## config.mk

```make
export PLATFORM = sky130hd
export DESIGN_NAME = rr_arbiter4
export DESIGN_NICKNAME = d
export VERILOG_FILES = /design/src/rtl/arb_pkg.sv /design/src/rtl/rr_pick.sv /design/src/rtl/rr_arbiter4.sv
export SDC_FILE = /design/constraint.sdc
export NUM_CORES = 1
export LEC_CHECK = 0
export CAP_MARGIN = 20
export CORE_MARGIN = 5
export CORE_UTILIZATION = 49
export CTS_BUF_LIST = sky130_fd_sc_hd__clkbuf_8
export CTS_CLUSTER_DIAMETER = 40
export DETAILED_ROUTE_END_ITERATION = 10
export DONT_BUFFER_PORTS = 1
export PLACE_DENSITY_LB_ADDON = 0.12
export SLEW_MARGIN = 40
export SYNTH_ARGS = -nofsm -noshare
export SYNTH_HDL_FRONTEND = slang
export SYNTH_SLANG_ARGS = --single-unit
```

## constraint.sdc

```tcl
create_clock -name clk -period 1.8 [get_ports clk]
set_input_delay 0.27 -clock clk [delete_from_list [all_inputs] [get_ports clk]]
set_output_delay 0.27 -clock clk [all_outputs]
set_load 0.01 [all_outputs]
```

## src/rtl/arb_pkg.sv

```systemverilog
// Shared definitions for the round-robin arbiter family: FSM encoding,
// requester count and the grant-id width.
package arb_pkg;

    localparam int N_REQ = 4;
    localparam int ID_W  = 2;

    typedef enum logic {
        IDLE  = 1'b0,
        GRANT = 1'b1
    } arb_state_e;

    function automatic logic [N_REQ-1:0] onehot(input logic [ID_W-1:0] id);
        return N_REQ'(1) << id;
    endfunction

endpackage

```

## src/rtl/rr_pick.sv

```systemverilog
// Combinational rotate-priority picker: returns the first set request bit
// found when scanning upward from ptr with wrap-around.
module rr_pick
    import arb_pkg::*;
(
    input  logic [N_REQ-1:0] req,
    input  logic [ID_W-1:0]  ptr,
    output logic             any,
    output logic [ID_W-1:0]  win_id
);

    logic [ID_W-1:0] idx;

    // Scan from the farthest offset down so the closest hit to ptr wins last.
    always_comb begin
        any    = 1'b0;
        win_id = '0;
        idx    = '0;
        for (int k = N_REQ - 1; k >= 0; k--) begin
            idx = ptr + k[ID_W-1:0];
            if (req[idx]) begin
                any    = 1'b1;
                win_id = idx;
            end
        end
    end

endmodule

```

## src/rtl/rr_arbiter4.sv

```systemverilog
// Four-way round-robin arbiter with a bounded hold time; the grant is
// registered and a dead cycle always separates consecutive grants.
module rr_arbiter4
    import arb_pkg::*;
#(
    parameter int N        = 4,
    parameter int HOLD_MAX = 8
) (
    input  logic             clk,
    input  logic             rst,
    input  logic [N_REQ-1:0] req,
    output logic [N_REQ-1:0] gnt,
    output logic             gnt_valid,
    output logic [ID_W-1:0]  gnt_id,
    output logic             timeout
);

    if (N != N_REQ) begin : g_n_check
        $error("rr_arbiter4 supports exactly 4 requesters");
    end

    localparam int CNT_W = (HOLD_MAX > 1) ? $clog2(HOLD_MAX) : 1;
    localparam logic [CNT_W-1:0] CNT_TOP  = '1;
    localparam logic [CNT_W-1:0] CNT_LAST = (HOLD_MAX > 0) ? CNT_W'(HOLD_MAX - 1) : CNT_TOP;

    arb_state_e       state, state_nxt;
    logic [ID_W-1:0]  ptr, ptr_nxt;
    logic [CNT_W-1:0] hold_cnt, cnt_nxt;
    logic [N_REQ-1:0] gnt_nxt;
    logic [ID_W-1:0]  id_nxt;
    logic             timeout_nxt;
    logic             pick_any;
    logic [ID_W-1:0]  pick_id;
    logic             hold_expired;

    rr_pick u_pick (
        .req    (req),
        .ptr    (ptr),
        .any    (pick_any),
        .win_id (pick_id)
    );

    // With HOLD_MAX=0 the counter only saturates and never forces a release.
    assign hold_expired = (HOLD_MAX != 0) && (hold_cnt == CNT_LAST);

    always_comb begin
        state_nxt   = state;
        ptr_nxt     = ptr;
        cnt_nxt     = hold_cnt;
        gnt_nxt     = gnt;
        id_nxt      = gnt_id;
        timeout_nxt = 1'b0;
        case (state)
            IDLE: begin
                if (pick_any) begin
                    state_nxt = GRANT;
                    gnt_nxt   = onehot(pick_id);
                    id_nxt    = pick_id;
                    cnt_nxt   = '0;
                end
            end
            GRANT: begin
                if (!req[gnt_id] || hold_expired) begin
                    state_nxt   = IDLE;
                    gnt_nxt     = '0;
                    id_nxt      = '0;
                    ptr_nxt     = gnt_id + ID_W'(1);
                    timeout_nxt = req[gnt_id];
                end else if (hold_cnt != CNT_TOP) begin
                    cnt_nxt = hold_cnt + CNT_W'(1);
                end
            end
            default: state_nxt = IDLE;
        endcase
    end

    always_ff @(posedge clk) begin
        if (rst) begin
            state    <= IDLE;
            ptr      <= '0;
            hold_cnt <= '0;
            gnt      <= '0;
            gnt_id   <= '0;
            timeout  <= 1'b0;
        end else begin
            state    <= state_nxt;
            ptr      <= ptr_nxt;
            hold_cnt <= cnt_nxt;
            gnt      <= gnt_nxt;
            gnt_id   <= id_nxt;
            timeout  <= timeout_nxt;
        end
    end

    assign gnt_valid = |gnt;

endmodule

```

==> summary.md <==
| Metric | Value |
|---|---|
| Synthesized Nets | `70` |
| Mux contribution to synthesized area | `6.78%` |
| Routing usage on met1 | `16.6%` |
| RR Endpoint | `ptr[0]` |
| Root Buffer | `clkbuf_8` |
| Area Growth Syn to Fin | `10.3%` |
| Synthesized area | `646 sq um` |
| Critical Path RT | `1980 ps` |
| Mapped Cells | `62` |
| Met3 usage | `7.42%` |
| N_diodes | `0` |
| Main flop type after synthesis | `dfxtp_1` |
| Core Area | `1270 sq um` |
| Min-Delay Path Class | `input pin to flop` |
| Insertion delay to the later sink of the worst-skew pair | `240 ps` |
| CTS buffer count | `3` |
| FP Rows | `13` |
| Die X | `46.3 um` |
| Tmin final | `1650 ps` |
| Yosys cell types | `30` |
| PD cells | `987 nW/um^2` |
| Post-CTS setup buffer count | `0` |
| H-tree depth | `1` |
| Crit path launch | `gnt_id[1]` |
| Simple-gate share of the synthesized area | `17.6%` |
| XOR/XNOR Fraction of Synth Area | `1.36%` |
| Hold path endpoint | `hold_cnt[1]` |
| Cell accounting for the most synthesized area | `dfxtp_1` |
| Int Pwr | `516 uW` |
| Gate power share | `17.1%` |
| Async set or reset register ratio after synthesis | `0%` |
| Initial core utilization | `50.9%` |
| Share of post-route cells with drive strength above 1 | `18.2%` |
| Vias per cell | `6.14` |
| Largest family of logic cells by synthesized area | `compound AO/OA/AOI/OAI gates` |
| Filler cell count | `113` |
| Routed len/inst | `16.7 um` |
| Post-layout util | `56.1%` |
| Placed inst area | `667 sq um` |
| RSZ-0062 raised after global routing | `no` |
| Setup CP Type | `flop to flop` |
| Register area share after synthesis | `40.3%` |
| Pre-Repair DR Iteration Count | `4` |
| Max cap viols | `0` |
| Critical Path AT | `1830 ps` |
| Critical path peak fanout | `4` |
| Final nets | `75` |
| Final period util | `91.4%` |
| Synth Register Bits | `13` |
| DR vias | `497` |
| Final Hold Viols | `0` |
| Routability Congestion | `0.775` |
| Synth Area in Compound Gates | `26.4%` |
| Die area | `2140 sq um` |
| Sequential power share | `46.8%` |
| Top post-synthesis cells by area | `dfxtp_1 40%, a32o_1 6.2%, a21oi_1 4.7%` |
| Sw frac | `26.5%` |
| Vias in the first global route | `512` |
| Clk pwr share | `36.1%` |
| Post-synth EDFFs | `0` |
| Most Crowded Layer GR | `met2` |
| Routed Antenna Nets | `0` |
| DP HPWL | `1.03 mm` |
| Pin count of the biggest net entering global routing | `11` |
| Critical path endpoint category | `flop` |
| Worst-margin pin slew | `442 ps` |
| Slew headroom | `70.4%` |
| Pleak | `0.000268 uW` |
| Adder-Cell Fraction of Synth Area | `3.88%` |
| GR Layer Usage met2 | `22.8%` |
| Most common library cells after synthesis | `13 x dfxtp_1, 6 x a21oi_1, 5 x nor2_1` |
| Clock transition at path regs | `60 ps` |
| Die Ht | `46.3 um` |
| First-pass GRT wire length | `2.19 mm` |
| Min-delay src | `rst` |
| Max-slew violation count | `0` |
| Post-Route WL | `1.35 mm` |
| Mapped Avg Cell Area | `10.4 sq um` |
| Register-to-register setup slack | `150 ps` |
| CTS Hold Bufs | `0` |
| Count leader, synth | `dfxtp_1` |
| Design area | `712 sq um` |
| GRT Resource Usage Total | `14.6%` |
| Setup TNS | `0 ps` |
| Total congestion overflow | `0` |
| Fmax achieved | `0.608 GHz` |
| Yosys warns | `0` |
| Worst reg2reg path startpoint | `gnt_id[1]` |
| CTS tree | `done` |
| Initial DRC count | `11` |
| CTS Sinks | `13` |
| Fin Clk Skew | `1.02 ps` |
| R2R cell count | `4` |
| Top-area cell type share of the netlist area | `40.3%` |
| Tot Pwr | `703 uW` |
| Status | `finished clean` |
| Switch Pwr | `187 uW` |
| Cts repair resizes | `0` |
| Crit path launch type | `flop` |
| Clock Path Buffers | `2` |
| I/O pin total | `14` |
| Remaining DRCs | `0` |
| Initial antenna violation count | `0` |
| PortBufs | `0` |
| Hold path depth | `1` |
| Hold slack | `95.1 ps` |
| Finish-stage setup viols | `0` |
| Max IR drop VDD | `549 uV` |
## registers in the layout (all words and copies together) (netlist names)
signal / flops
hold_cnt: 3
timeout: 1
gnt: 4
ptr: 2
state: 1
gnt_id: 2
## metrics by stage
step           setup WS, ps  instances
2_1_floorplan          99.3         62
3_3_place_gp            204         77
3_5_place_dp            167         77
4_1_cts                 138         81
5_1_grt                77.9         81
6_report                155         81
## metal layers
metal  vias to the layer above  wire (um)
li1                        247          -
met1                       233        600
met2                        15        610
met3                         2        129
met4                         0         11
met5                         -          0
## cells by family after synthesis
logic type / count (synthesis)
adder cells (fa/ha/maj): 2
multiplexers: 3
AND/OR/NAND/NOR: 19
buffers and inverters: 5
flip-flops: 13
AO/OA/AOI/OAI: 19
XOR/XNOR: 1
## worst max-delay path by stage
stage                         to  slack, ps  depth (start not counted)
after detailed placement  ptr[0]        170                          4
after global placement    ptr[0]        200                          4
after global routing      ptr[0]         80                          4
after CTS                 ptr[0]        140                          4
after floorplan           ptr[0]        100                          4
final                     ptr[0]        150                          4
## worst max-delay path, stage by stage (launching register included)
cell and delay (ps):
dfxtp_1 360, mux4_2 570, a21oi_4 230, mux2_2 350
nor2_1 70
## layout make-up
class                      instances  area [sq um]  area share, %
inverter                           3          11.3           1.58
tap                               15          18.8           2.64
sequential                        13           260           36.6
clock inverter                     1          3.75          0.527
timing repair buffer               2          15.0           2.11
clock buffer                       3          41.3           5.80
multi-input combinational         44           362           50.8
## power by group through the flow
stage          logic [uW]  registers [uW]  clock network, uW
2_1_floorplan         102             332                  0
6_report              120             329                254
3_5_place_dp          121             335                  0
5_1_grt               133             332                263
3_3_place_gp          118             334                  0
4_1_cts               122             330                251
## placed cells by master (no fill, tap or decap), drive strengths merged
master and n:
dfxtp 13, o31ai 1, buf 2, mux2i 1, o41ai 1, o22ai 1
nand3 3, mux2 1, o22a 1, a21oi 7, clkbuf 3, a32o 4
nor3b 1, or3 1, a211oi 1, nor4b 1, nor3 1, nand2 3
inv 4, xnor2 1, a22o 2, mux4 1, nand2b 1, and3 1
nand4b 1, o21a 1, or4 1, nor2 5, ha 2
Note: power is estimated with default switching activity, not from simulation.
